## config.mk

```make
export PLATFORM = sky130hd
export DESIGN_NAME = seq_adder_32bit
export DESIGN_NICKNAME = d
export VERILOG_FILES = /design/src/rtl/seq_adder_32bit.sv
export SDC_FILE = /design/constraint.sdc
export NUM_CORES = 1
export LEC_CHECK = 0
export BUFFER_PORTS_ARGS = -buffer_cell sky130_fd_sc_hd__buf_2
export CORE_MARGIN = 2
export CORE_UTILIZATION = 45
export CTS_BUF_LIST = sky130_fd_sc_hd__clkbuf_8
export DETAILED_ROUTE_END_ITERATION = 8
export HOLD_SLACK_MARGIN = 0.08
export PLACE_DENSITY_LB_ADDON = 0.15
export REMOVE_ABC_BUFFERS = 1
export SYNTH_ARGS = -nofsm -noshare
export SYNTH_HDL_FRONTEND = slang
export SYNTH_HIERARCHICAL = 1
export SYNTH_SLANG_ARGS = --single-unit
```

## constraint.sdc

```tcl
create_clock -name clk -period 9.69 [get_ports clk]
set_clock_uncertainty 0.05 [all_clocks]
set_input_delay 0.969 -clock clk [delete_from_list [all_inputs] [get_ports clk]]
set_output_delay 0.969 -clock clk [all_outputs]
set_load 0.05 [all_outputs]
```

## src/rtl/seq_adder_32bit.sv

```systemverilog
// seq_adder_32bit: multi-cycle wide adder built around one 8-bit ripple-carry adder.
// It accepts a/b/cin on an in_valid/in_ready handshake. It then feeds one byte slice
// per clock through fulladder_8bit and presents sum/cout on an out_valid/out_ready
// handshake.
//
// Ports
//   clk        : clock, rising edge
//   rst        : synchronous active-high reset
//   in_valid   : operands a, b, cin are valid
//   in_ready   : operands accepted this cycle (IDLE and not in reset)
//   a, b       : operands, 8*NUM_BYTES bits
//   cin        : carry into the least-significant byte
//   out_valid  : sum and cout are valid
//   out_ready  : consumer takes the result this cycle
//   sum        : registered a+b+cin mod 2^W
//   cout       : registered carry out of the most-significant byte

// 8-bit ripple-carry adder slice.
module fulladder_8bit (
    input  logic [7:0] a,
    input  logic [7:0] b,
    input  logic       cin,
    output logic [7:0] sum,
    output logic       cout
);

    // The carry ripples bit by bit through a single chain.
    always_comb begin : ripple
        logic carry;
        carry = cin;
        sum   = '0;
        for (int i = 0; i < 8; i++) begin
            sum[i] = a[i] ^ b[i] ^ carry;
            carry  = (a[i] & b[i]) | (carry & (a[i] ^ b[i]));
        end
        cout = carry;
    end

endmodule

module seq_adder_32bit #(
    parameter int unsigned NUM_BYTES = 4
) (
    input  logic                   clk,
    input  logic                   rst,
    input  logic                   in_valid,
    output logic                   in_ready,
    input  logic [8*NUM_BYTES-1:0] a,
    input  logic [8*NUM_BYTES-1:0] b,
    input  logic                   cin,
    output logic                   out_valid,
    input  logic                   out_ready,
    output logic [8*NUM_BYTES-1:0] sum,
    output logic                   cout
);

    localparam int unsigned W     = 8 * NUM_BYTES;
    localparam int unsigned IDX_W = (NUM_BYTES > 1) ? $clog2(NUM_BYTES) : 1;
    localparam logic [IDX_W-1:0] LAST_IDX = IDX_W'(NUM_BYTES - 1);

    typedef enum logic [1:0] {
        IDLE = 2'd0,
        ADD  = 2'd1,
        DONE = 2'd2
    } state_t;

    state_t           state;
    state_t           state_nxt;
    logic [W-1:0]     a_sr;
    logic [W-1:0]     b_sr;
    logic [W-1:0]     acc;
    logic             carry_reg;
    logic [IDX_W-1:0] idx;
    logic [7:0]       fa_sum;
    logic             fa_cout;
    logic             last_slice;
    logic [W+7:0]     acc_ins;
    logic [W-1:0]     acc_nxt;

    fulladder_8bit u_fa (
        .a    (a_sr[7:0]),
        .b    (b_sr[7:0]),
        .cin  (carry_reg),
        .sum  (fa_sum),
        .cout (fa_cout)
    );

    // rst gates in_ready directly so nothing is accepted on a reset cycle.
    assign in_ready   = (state == IDLE) & ~rst;
    assign last_slice = (idx == LAST_IDX);

    // New byte enters at the top; the concatenation keeps NUM_BYTES=1 legal.
    assign acc_ins = {fa_sum, acc};
    assign acc_nxt = acc_ins[W+7:8];

    // State register.
    always_ff @(posedge clk) begin
        if (rst) begin
            state <= IDLE;
        end else begin
            state <= state_nxt;
        end
    end

    // Next-state logic.
    always_comb begin
        state_nxt = state;
        case (state)
            IDLE:    if (in_valid)   state_nxt = ADD;
            ADD:     if (last_slice) state_nxt = DONE;
            DONE:    if (out_ready)  state_nxt = IDLE;
            default: state_nxt = IDLE;
        endcase
    end

    // Datapath: operand shift registers, carry, slice index and result registers.
    always_ff @(posedge clk) begin
        if (rst) begin
            a_sr      <= '0;
            b_sr      <= '0;
            acc       <= '0;
            carry_reg <= 1'b0;
            idx       <= '0;
            sum       <= '0;
            cout      <= 1'b0;
            out_valid <= 1'b0;
        end else begin
            case (state)
                IDLE: begin
                    if (in_valid) begin
                        a_sr      <= a;
                        b_sr      <= b;
                        carry_reg <= cin;
                        idx       <= '0;
                    end
                end
                ADD: begin
                    a_sr      <= a_sr >> 8;
                    b_sr      <= b_sr >> 8;
                    carry_reg <= fa_cout;
                    acc       <= acc_nxt;
                    idx       <= idx + IDX_W'(1);
                    // sum/cout update only once the full word is assembled.
                    if (last_slice) begin
                        sum       <= acc_nxt;
                        cout      <= fa_cout;
                        out_valid <= 1'b1;
                    end
                end
                DONE: begin
                    if (out_ready) out_valid <= 1'b0;
                end
                default: out_valid <= 1'b0;
            endcase
        end
    end

endmodule

```

# After elaboration in Yosys (flattened, before gate mapping)
# Cells that the tools add are included.
# classes
addsub	1
mul	0
n_div	0
n_lt_le_gt_ge	0
n_eq_ne	6
shift	0
mux	15
bitwise	43
n_reduce_logical	6
# ops
operator	count
32-bit case mux with 2 select lines	2
32-bit 2-to-1 mux	2
1-bit AND	17
1-bit bitwise XOR	16
2-bit 2-to-1 mux	4
1-bit bitwise OR	8
2-bit != test (second input constant)	3
2-bit case mux with 3 select lines	1
3-bit AND reduction	2
2-bit == test (second input constant)	2
2-bit case mux with 2 select lines	1
2-bit AND reduction	2
1-bit 2-to-1 mux	3
1-bit case mux with 3 select lines	1
2-bit by 1-bit adder with 2-bit output (second input constant)	1
2-bit by 1-bit == test with 1-bit output (second input constant)	1
2-bit logical NOT	1
1-bit NOT	2
1-bit case mux with 2 select lines	1
2-bit nonzero test	1
# word_totals
reg_bits	135
latch_bits	0
ramBits	0
romBits	0
input_bits	69
output_inout_bits	35
elab_cells	80
mem_count	0

# Longest topological paths before layout
# logic_depth
depth_word	18
ltp_mapped	15
mapped_depth_nobuf	15

# Hierarchy
# Netlist, hierarchy kept.
# by_module_without_submodules
mod	n_inst	cells_each	area_per_inst_um2	seq_area_each_um2
seq_adder_32bit	1	530	4777.1	2542.4
fulladder_8bit	1	18	197.7	0.0

# Least setup slack after synthesis
# Ideal clock, no wire load.
# synth_path
path_type	register -> register
from	register a_sr[0]
to	register acc[31]
setup_ps	70
arrival_time_ps	3493
required_ps	9570
path_slack_ps	6076
stages_incl_launch_ff	15
n_path_buf	0
period_less_slack_ps	3614
cell_sequence	dfxtp_1 fa_1 inv_1 fa_1 inv_1 fa_1 fa_1 fa_1 fa_1 fa_1 inv_1 fa_1 inv_1 nand2_1 a21oi_1
# synth_between
elab_chain_cells	16
elab_cells_between_ends	17
cone_classes	17 x bitwise
# synth_rtl
element	line_no	text
start, declared	69	logic [W-1:0] a_sr;
start signal, assigned	138	a_sr <= a_sr >> 8;
1-bit bitwise XOR	34	carry = (a[i] & b[i]) | (carry & (a[i] ^ b[i]));
1-bit AND	34	
1-bit bitwise OR (*)	34	
1-bit AND (*)	34	
1-bit bitwise OR (*)	34	
1-bit AND (*)	34	
1-bit bitwise OR (*)	34	
1-bit AND (*)	34	
1-bit bitwise OR (*)	34	
1-bit AND (*)	34	
1-bit bitwise OR (*)	34	
1-bit AND (*)	34	
1-bit bitwise OR (*)	34	
1-bit AND (*)	34	
1-bit bitwise OR (*)	34	
1-bit bitwise XOR (*)	33	sum[i] = a[i] ^ b[i] ^ carry;
via fa_sum[7]	74	logic [7:0] fa_sum;
end signal, assigned	141	acc <= acc_nxt;
end, declared	71	logic [W-1:0] acc;
# The timed path passes the listed nets; every way through them passes the cells marked *.
# A chain may end at the register's enable or synchronous reset.

# Worst setup path in the final report
# Ends and elaborated chain as after synthesis.

==> flow_summary.toml <==
[run_status]
outcome = "completed"

[power]
power_leakage_nw = 2.47
internal-power_mw = 0.930
p_comb_share_pct = 8.7
p_seq_share_pct = 46.8
clkPwrFrac_pct = 44.5
netSwitchingFraction_pct = 23.2
peakVddDrop_uv = 85.0
power_density_nw_per_um2 = 204
p_switching_mw = 0.282

[sta]
fin_hold_ws_ns = 0.401
max-slew-margin-rel_pct = 32.7
hold_viol_final = 0
min_period_over_period_pct = 40.0
min_period_ns = 3.87
slew_violations = 0
timing.fmax_mhz = 258
worstMarginPinSlew_ns = 1.01
setup_viol = 0
final.setup.tns_ns = 0
rsz0062_at_grt = "false"

[setup_path]
worst_setup_path_start_kind = "flop"
cp_top_family = "adder cells"
worst-path-max-fanout = 2
path_class = "reg -> reg"
endpoint_kind = "flop"
cpMostUsedCell = "fa_1"
cp.arrival_ns = 4.17
required_ns = 9.99
crit_slowest_cell = "fa_1"
crit_buf_inv = 4
crit_chain = "fa_1 -> inv_1 -> fa_1 -> inv_1 -> fa_1 -> fa_1 -> fa_1 -> fa_1 -> fa_1 -> inv_1 -> fa_1 -> inv_1 -> nand2_1 -> a21oi_1"
slowest_delay_ns = 0.43

[floorplanning]
coreArea_um2 = 10800
num_rows = 38
ios = 104
die_h_um = 109
dieArea_um2 = 11900
initial_utilization_pct = 46.1
die_x_um = 109

[yosys]
synth_area_leaders = "dfxtp_1 51%, a21oi_1 11%, nand2_1 8.7%"
synth_top_family_by_area = "compound AO/OA/AOI/OAI gates"
synth_area_per_cell_um2 = 9.08
yosysWarnings = 6
synthAdderAreaFrac_pct = 3.47
ys_ff_latch = 127
yosysSeqAreaShare_pct = 51.1
yosysTopAreaCell = "dfxtp_1"
synth_xor_area_share_pct = 0
synth_cell_types = 27
synth_compound_area_share_pct = 25.3
yosys.area_share.simple_pct = 10.3
muxShareOfSynthArea_pct = 0.428
synth_top_area_share_pct = 51.1
netlist_area_um2 = 4970
synthCells = 548

[cts]
clockBufferDepth = 2
cts_buffers = 17
cts_sinks = 127
root_buffer = "clkbuf_8"
htree_levels = 4
clk_latency_ns = 0.42
cts.reportedPaths.clkPinSlew_ns = 0.07
cts_hold_buf = 0
cts_tree = "built"
post_cts_resized = 0
cts_setup_buffers = 0

[routing]
via_count = 3895
wl_per_cell_um = 13.3
wl_um = 10500
drt-initial-drc-count = 167
ant_nets = 0
dr.pass1.iters = 5
drc = 0
via_per_inst = 4.97

[layout]
layout_commonest_cell = "dfxtp_1"
drive_gt1_share_pct = 27.9
nets = 707
multi_input_area_um2 = 1970
mostFrequentLayoutCells = "127 x dfxtp_1, 114 x nand2_1, 108 x a21oi_1"
postLayoutCellArea_um2 = 5950
reg.largest.list = "a_sr x32, b_sr x32, sum x32"
num-fill-cells = 999
area_delta_synth_final_pct = 19.6
register_area_um2 = 2540

[place]
dpl_cell_area_um2 = 5470
portBuffers = 103
gp_congestion = 0.742
dp.final_hpwl_um = 6590

[grt]
grt_pass1_vias = 3726
grt_usage_pct = 18.6
grt_max_degree = 74
overflow = 0
grt_pass1_wl_um = 17300
antenna_found_initial = 1

[run]
max-cap-violations = 0

[hold_path]
hp-class = "reg -> reg"
## power groups by stage
stage	logic, mW	registers, mW	clock network, mW
after floorplan	0.0672	0.575	0
after global placement	0.103	0.578	0
after detailed placement	0.106	0.579	0
after CTS	0.106	0.567	0.550
after global routing	0.119	0.571	0.573
final	0.105	0.567	0.539
## cell families after synthesis
logic type	Yosys count
fa+ha+maj	9
buf+inv	106
simple gates	128
compound gates	176
flops	127
mux	2
## per-layer routing
metal  vias to the layer above  part of all wire [%]  track usage [%]
met5                         -                     0                0
li1                       2023                     -                -
met2                       104                    46             30.0
met3                         8                   7.2             7.11
met4                         0                  0.78             6.59
met1                      1760                    46             22.6
## cell type report
class | instances | area share, %
antenna | 1 | 0.0421
clock buffer | 17 | 3.93
clock inverter | 15 | 4.10
inverter | 60 | 3.78
multi-input combinational | 315 | 33.1
sequential | 127 | 42.7
tap | 140 | 2.94
timing repair buffer | 108 | 9.34
## per-stage QoR
stage	setup WS [ns]	util, %	total power, mW	cells
2_1_floorplan	5.98	-	0.642	502
3_3_place_gp	5.88	50.7	0.681	750
3_5_place_dp	5.83	50.7	0.685	750
4_1_cts	5.81	55.1	1.22	782
5_1_grt	5.60	55.1	1.26	782
6_report	5.82	55.1	1.21	783
## worst min-delay path, cell delays in order, from the launching register on
cell	delay, ns
dfxtp_1	0.31
nand2_1	0.05
a21oi_1	0.05
## cells in the mapped netlist
library cell,count
o21ba_1,1
nand3b_1,1
ha_1,1
nor2b_1,1
nand2_1,115
buf_1,6
nand2b_1,1
mux2_2,1
nor2_4,1
nor3_2,1
buf_4,4
dfxtp_1,127
clkbuf_1,10
nor2_1,5
nor3_1,1
fa_1,8
inv_1,60
a21oi_1,108
and3b_1,1
o221a_1,14
and2_1,1
o21ai_0,1
mux2i_1,1
buf_2,22
o221a_2,35
buf_6,4
a22o_1,17
## worst paths after layout
path                             start                   end  slack, ns  cells after the start
setup / recovery  a_sr[0]$_SDFFE_PP0P_  acc[31]$_SDFFE_PP0P_       5.82                     14
hold reg to reg    sum[9]$_SDFFE_PP0P_   sum[9]$_SDFFE_PP0P_       0.40                      2
hold / removal     sum[9]$_SDFFE_PP0P_   sum[9]$_SDFFE_PP0P_       0.40                      2
setup reg to reg  a_sr[0]$_SDFFE_PP0P_  acc[31]$_SDFFE_PP0P_       5.82                     14
(Power assumes the default switching activity.)
